`src/rtl/afifo_wr_ctrl.sv`:
```
// Write-side controller of the async FIFO: valid/ready intake, RAM write port,
// binary/Gray write pointer, and read-pointer sync for full/almost-full/overflow.
module afifo_wr_ctrl #(
   parameter int ADDR_W    = 4,
   parameter int DATA_W    = 8,
   parameter int AF_THRESH = 12
) (
   input  logic              clk,
   input  logic              rst,
   input  logic              wr_valid,
   input  logic [DATA_W-1:0] wr_data,
   output logic              wr_ready,
   input  logic [ADDR_W:0]   rptr_gray_in,
   output logic [ADDR_W:0]   wptr_gray,
   output logic              mem_we,
   output logic [ADDR_W-1:0] mem_waddr,
   output logic [DATA_W-1:0] mem_wdata,
   output logic              full,
   output logic              almost_full,
   output logic              overflow,
   input  logic              ovf_clr
);
   localparam int PW = ADDR_W + 1;

   function automatic logic [PW-1:0] gray2bin(input logic [PW-1:0] g);
      logic [PW-1:0] b;
      b[PW-1] = g[PW-1];
      for (int i = PW-2; i >= 0; i--) b[i] = b[i+1] ^ g[i];
      return b;
   endfunction

   logic [PW-1:0] wbin, wbin_nxt, wgray_nxt;
   logic [PW-1:0] rq1, rq2, rbin, level, full_pat;
   logic          push;

   assign push      = wr_valid & ~full;
   assign wbin_nxt  = wbin + PW'(push);
   assign wgray_nxt = wbin_nxt ^ (wbin_nxt >> 1);

   // Full pattern: same low bits as the read pointer, top two Gray bits inverted.
   assign full_pat  = {~rq2[ADDR_W:ADDR_W-1], rq2[ADDR_W-2:0]};
   assign rbin      = gray2bin(rq2);
   assign level     = wbin_nxt - rbin;

   assign wr_ready  = ~full;
   assign mem_we    = push;
   assign mem_waddr = wbin[ADDR_W-1:0];
   assign mem_wdata = wr_data;

   always_ff @(posedge clk or posedge rst) begin
      if (rst) begin
         wbin        <= '0;
         wptr_gray   <= '0;
         rq1         <= '0;
         rq2         <= '0;
         full        <= 1'b0;
         almost_full <= 1'b0;
         overflow    <= 1'b0;
      end else begin
         wbin        <= wbin_nxt;
         wptr_gray   <= wgray_nxt;
         rq1         <= rptr_gray_in;
         rq2         <= rq1;
         full        <= (wgray_nxt == full_pat);
         almost_full <= (level >= PW'(AF_THRESH));
         // Set wins over clear so a rejected write is never lost.
         if (wr_valid & full) overflow <= 1'b1;
         else if (ovf_clr)    overflow <= 1'b0;
      end
   end
endmodule

```
`config.mk`:
```
export PLATFORM = sky130hd
export DESIGN_NAME = afifo_wr_ctrl
export DESIGN_NICKNAME = d
export VERILOG_FILES = /design/src/rtl/afifo_wr_ctrl.sv
export SDC_FILE = /design/constraint.sdc
export NUM_CORES = 1
export LEC_CHECK = 0
export ABC_AREA = 1
export CAP_MARGIN = 20
export CORE_ASPECT_RATIO = 0.6
export CORE_MARGIN = 10
export CORE_UTILIZATION = 30
export DETAILED_ROUTE_END_ITERATION = 6
export GPL_TIMING_DRIVEN = 0
export PLACE_DENSITY = 0.63
export SYNTH_ARGS = -nofsm -noshare
export SYNTH_HDL_FRONTEND = slang
export SYNTH_SLANG_ARGS = --single-unit
```
`constraint.sdc`:
```
create_clock -name clk -period 3.65 [get_ports clk]
set_clock_uncertainty 0.05 [all_clocks]
set_input_delay 0.73 -clock clk [delete_from_list [all_inputs] [get_ports clk]]
set_output_delay 0.73 -clock clk [all_outputs]
set_load 0.01 [all_outputs]
```
==> run metrics, run 1 <==
Pleak=0.7874 nW; starting density of the core=31.21%; Post-CTS Setup Bufs=0; cell taking the most area after synthesis=dfrtp_1; fin. max-slew vios=0; vias in the first global route=953; relative slew slack=45.20%; Post-Synth XOR/XNOR Area=1.525%; top cell type's share of synthesized area=47.93%; DP HPWL=2.172 mm; # IOs=39; layout cells sized above 1=13.94%; Worst Setup Path Type=in2reg; Final TNS setup=0 ns; Pwr Density=795.7 mW/mm^2; main area contributors after synthesis=dfrtp_1 (48%), nand2_1 (12%), ha_1 (6.5%); Via density=4.354; Die Ht=67.93 microns; Final Setup Violations=0; count of cell types in the netlist=20; worst slew pin tran=0.8211 ns; RD Place Congestion=0.8037; Gate Count Post-Synth=131; multiplexer share of the synthesized area=0%; CTS clk-pin slew, worst paths=0.08 ns; post-CTS sizing=0; Iteration-0 DRC Markers=48; clock buffer depth=2; nets=190; die width=99.88 microns; Num Clock Sinks=22; Max Cap Violations=0; H-Tree Level Count=1; Hold WC Path Type=reg2reg; post-synth net total=155; number of flops mapped to enable cells by yosys=0; Synth Area in Compound Gates=1.634%; main combinational cell family by area after synthesis=simple AND/OR/NAND/NOR gates; Post-synth top cells=nand2_1 (37), dfrtp_1 (22), inv_1 (17); DRC viols=0; Routed wire per std cell=12.30 microns; row count=17; minimum clock period=2.984 ns; IO Port Bufs=30; die area=0.006785 sq mm; hold_buf cts=0; HP Start=rq1[2]$_DFF_PP0_; WL final=2.608 mm; FF-to-FF setup slack=1.20 ns; root buffer cell=clkbuf_8; Yosys reg bits=22; sequential area share after synthesis=47.93%; R2R depth=12; Worst Path Required=3.75 ns; Routed Antenna Nets=0; hold violation total from the final report=0; outcome=finished clean; initial antenna violation count=0; Async S/R FF share, synth=100.0%; crit path max fanout=5; clk_lat worst skew=0.26 ns; synthesized area per cell=8.768 sq um; yosys warns=0; total CTS buffers=3; routed vias=923; Simple-Gate Fraction of Synth Area=27.89%; grt ovf=0; global-route wire length before repair=4.395 mm; most frequent cell after synthesis=nand2_1; VDD IR max=0.2893 mV; Most used DFF post-synth=dfrtp_1; largest net degree at the start of global routing=23; # diodes=0; hold worst-path end=rq2[2]$_DFF_PP0_; Highest Clock Rate=335.1 MHz; Worst R2R End=almost_full$_DFF_PP0_; Syn-to-layout area delta=37.47%; Placed Cells=208; Crit. End Element=register; Arr. time, crit path=3.08 ns; Syn Std Cell Area=0.001149 sq mm; RSZ-0062 raised after global routing=false; all-layer global routing usage=7.817%; Adder-Cell Fraction of Synth Area=8.279%; fin cells=212; Critical Path Start Type=primary input; hold path cells=0; DR pass1 iterations=4; core area=0.003680 sq mm; post-route clock period utilization=81.75%; CTS tree=built; RR Startpoint=rq2[3]$_DFF_PP0_
## worst max-delay path by stage
stage                  start                     to
floorplan           wr_valid  almost_full$_DFF_PP0_
global placement    wr_valid  almost_full$_DFF_PP0_
detailed placement  wr_valid  almost_full$_DFF_PP0_
CTS                 wr_valid  almost_full$_DFF_PP0_
global route        wr_valid  almost_full$_DFF_PP0_
finish              wr_valid  almost_full$_DFF_PP0_
## power by group
group | internal (mW) | leakage (nW) | switching (mW)
logic | 0.307 | 0.489 | 0.374
registers | 0.313 | 0.263 | 0.0397
clock network | 0.146 | 0.0357 | 0.0765
## sequential cells by signal, indices dropped and copies added, names as in the netlist
name / flops
almost_full: 1
full: 1
overflow: 1
rq1: 5
rq2: 5
wbin: 5
wptr_gray: 4
## worst max-delay path: stages
cell             delay (ns)
clkdlybuf4s50_1        0.46
inv_1                  0.05
nor2_1                 0.14
ha_1                   0.27
ha_1                   0.26
nand2_1                0.12
nand2_2                0.11
inv_2                  0.05
ha_1                   0.32
nand2_1                0.08
nor2_1                 0.04
a211oi_1               0.24
or2_1                  0.15
nand3_1                0.06
## through the flow
stage	hold slack [ns]	utilization [%]	worst slack, ns	cell area [sq um]	total power [mW]
3_5_place_dp	0.2847	40.97	0.3848	1508	1.041
4_1_cts	0.3034	42.91	0.6612	1579	1.266
3_3_place_gp	0.2825	40.97	0.5144	1508	1.019
5_1_grt	0.3148	42.91	0.4480	1579	1.372
6_report	0.3009	42.91	0.6662	1579	1.256
2_1_floorplan	0.2812	-	1.021	1149	0.7901
## kinds of logic after synthesis
| family | Yosys count |
|---|---|
| DFF | 22 |
| AOI/OAI and AO/OA | 3 |
| adders and majority gates | 7 |
| xor gates and xnor gates | 2 |
| and+or+nand+nor | 68 |
| buffers and inverters | 29 |
## layer usage
metal  share of wire [%]  global-route usage (%)  up-vias  wire length [microns]
li1                    -                       -      464                      -
met1                  43                   8.882      424                   1133
met2                  44                   12.86       35                   1151
met3                  12                   4.623        0                    324
met4                   0                   1.068        0                      0
met5                   0                       0        -                      0
## layout make-up
class / count / area, sq um
fill: 350 / 2101
buffer: 9 / 71.32
timing repair buffer: 30 / 300.3
clock buffer: 3 / 41.29
inverter: 20 / 75.07
clock inverter: 1 / 30.03
multi-input combinational: 80 / 451.7
tap: 47 / 58.81
sequential: 22 / 550.5
## layout by cell type, fill, tap and decap left out
master | netlist | final
a211oi_1 | 1 | 1
buf_4 | 8 | 8
buf_6 | 1 | 1
bufinv_16 | 0 | 1
clkbuf_8 | 0 | 3
clkdlybuf4s50_1 | 0 | 30
dfrtp_1 | 22 | 22
fa_1 | 1 | 1
ha_1 | 6 | 6
inv_1 | 17 | 17
inv_2 | 3 | 3
nand2_1 | 37 | 37
nand2_2 | 4 | 4
nand2_4 | 2 | 2
nand3_1 | 14 | 14
nand3b_1 | 2 | 2
nand4_1 | 3 | 3
nor2_1 | 4 | 4
o21ai_0 | 1 | 1
o22ai_1 | 1 | 1
or2_1 | 1 | 1
or2_4 | 1 | 1
xnor2_1 | 2 | 2
Note: power is estimated with default switching activity, not from simulation.
==> run 2: changes to the inputs <==
--- a/config.mk
+++ b/config.mk
@@ -12,7 +12,7 @@
 export CORE_UTILIZATION = 30
 export DETAILED_ROUTE_END_ITERATION = 6
 export GPL_TIMING_DRIVEN = 0
-export PLACE_DENSITY = 0.63
+export PLACE_DENSITY = 0.65
 export SYNTH_ARGS = -nofsm -noshare
 export SYNTH_HDL_FRONTEND = slang
 export SYNTH_SLANG_ARGS = --single-unit
==> constraint.sdc (replaced) <==
create_clock -name clk -period 2.47 [get_ports clk]
set_clock_uncertainty 0.05 [all_clocks]
set_input_delay 0.494 -clock clk [delete_from_list [all_inputs] [get_ports clk]]
set_output_delay 0.494 -clock clk [all_outputs]
set_load 0.01 [all_outputs]
==> run metrics, run 2 (synthesis gave the netlist of run 1 again) <==
HP Start=rq1[1]$_DFF_PP0_; GRT busiest layer=met2; total CTS buffers=3; starting density of the core=31.21%; all-layer global routing usage=8.159%; Hold WC Path Type=reg2reg; pre-CTS setup slack=-0.5741 ns; crit-path most repeated cell=ha_4; Worst Setup Path Type=in2reg; Arr. time, crit path=2.50 ns; area of the multi-input gates=541.8 sq um; Crit. End Element=register; Worst Path Required=2.57 ns; global routing usage on met2=14.23%; CP startpoint=wr_valid; root buffer cell=clkbuf_8; Max Cap Violations=0; worst slew pin tran=0.8248 ns; minimum clock period=2.404 ns; fin. max-slew vios=0; layout cells sized above 1=23.21%; IO Port Bufs=30; Via density=4.567; Critical Path Start Type=primary input; R2R depth=12; fin cells=215; hold path cells=0; Crit. path cell count=15; H-Tree Level Count=1; RR Startpoint=rq2[4]$_DFF_PP0_; hold violation total from the final report=0; DR pass1 iterations=4; met1 usage in global routing=8.524%; VDD IR max=0.4127 mV; WL final=2.921 mm; # IOs=39; row count=17; Pwr Density=1186 mW/mm^2; clk_lat worst skew=0.26 ns; Final Setup Violations=0; relative slew slack=44.95%; crit path max fanout=4; CP max stage cell=clkdlybuf4s50_1; DP HPWL=2.217 mm; clock buffer depth=2; vias in the first global route=1004; # diodes=0; routed vias=982; Routed Antenna Nets=0; most common cell after layout, fill and taps aside=nand2_1; Placed Cells=208; core area=0.003680 sq mm; flip-flop and latch area=550.5 sq um; Die Ht=67.93 microns; Highest Clock Rate=416.0 MHz; largest net degree at the start of global routing=23; Layout fillers=348; CTS tree=built; RD Place Congestion=0.8058; global-route wire length before repair=4.416 mm; Syn-to-layout area delta=46.08%; worst path cell trace=clkdlybuf4s50_1 -> inv_2 -> nor2_4 -> ha_4 -> ha_4 -> inv_2 -> nand2_4 -> nand2_4 -> inv_4 -> ha_4 -> nand2_2 -> nor2_2 -> a211oi_2 -> or2_1 -> nand3_1; post-route setup slack=0.06623 ns; Iteration-0 DRC Markers=24; Pleak=0.8046 nW; grt ovf=0; biggest regs=rq1: 5 flops, rq2: 5 flops, wbin: 5 flops; die width=99.88 microns; met3 Usage GRT=4.623%; initial antenna violation count=0; die area=0.006785 sq mm; family with the most delay on the worst path=buffers and inverters; most frequent cells in the layout=nand2_1 (35), clkdlybuf4s50_1 (30), dfrtp_1 (22); nets=193; Num Clock Sinks=22; Routed wire per std cell=13.59 microns; DRC viols=0; Max stage delay on crit path=0.47 ns; CTS clk-pin slew, worst paths=0.08 ns; outcome=finished clean; post-route clock period utilization=97.32%; CP bufs+invs=4
## run 2: final cells by class
cell class | instances | area share (%)
buffer | 9 | 4.251
clock buffer | 4 | 3.281
multi-input combinational | 80 | 32.29
timing repair buffer | 33 | 19.24
tap | 47 | 3.505
inverter | 20 | 4.623
sequential | 22 | 32.81
## run 2: power by group
group / internal (mW) / leakage, nW / total, mW / switching, mW
registers: 0.463 / 0.263 / 0.536 / 0.0726
logic: 0.571 / 0.513 / 1.20 / 0.631
clock network: 0.142 / 0.0288 / 0.251 / 0.109
total: 1.18 / 0.805 / 1.99 / 0.813
## run 2: stage by stage
step	area [sq um]	power [mW]	hold slack (ns)	utilization (%)	setup TNS, ns
detailed placement	1508	1.551	0.2863	40.97	-0.7951
finish	1678	1.989	0.3014	45.60	0
global route	1678	2.170	0.3082	45.60	-0.03488
global placement	1508	1.504	0.2838	40.97	-0.5924
CTS	1603	1.889	0.3039	43.56	0
floorplan	1149	1.168	0.2812	-	0
## run 2: path summary, 6_finish.rpt
check / endpoint / slack, ns
worst max register to register: almost_full$_DFF_PP0_ / 0.14
max in group asynchronous: rq1[3]$_DFF_PP0_ / 1.21
worst min-delay path: rq2[1]$_DFF_PP0_ / 0.30
worst min register to register: rq2[1]$_DFF_PP0_ / 0.30
min in group asynchronous: wptr_gray[3]$_DFF_PP0_ / 0.65
worst max-delay path: almost_full$_DFF_PP0_ / 0.07
## run 2: routing by layer
| metal | part of all wire [%] | routed length (microns) | vias up |
|---|---|---|---|
| met4 | 0.27 | 8 | 0 |
| met5 | 0 | 0 | - |
| met2 | 48 | 1412 | 41 |
| met1 | 40 | 1175 | 469 |
| met3 | 11 | 325 | 2 |
| li1 | - | - | 470 |
## run 2: repair_timing
action / in CTS / in global routing
endpoints found under the hold margin: 0 / 0
pin swaps: 1 / 7
buffers inserted: 0 / 3
setup endpoints to repair: 1 / 1
gates resized for setup: 8 / 11
hold buffers: 0 / 0
==> run 3: changes to the inputs <==
--- a/config.mk
+++ b/config.mk
@@ -10,6 +10,7 @@
 export CORE_ASPECT_RATIO = 0.6
 export CORE_MARGIN = 10
 export CORE_UTILIZATION = 30
+export CTS_CLUSTER_DIAMETER = 100
 export DETAILED_ROUTE_END_ITERATION = 6
 export GPL_TIMING_DRIVEN = 0
 export PLACE_DENSITY = 0.65
==> results of run 3 <==
The final DEF is identical to that of run 2; final timing and power are the same.
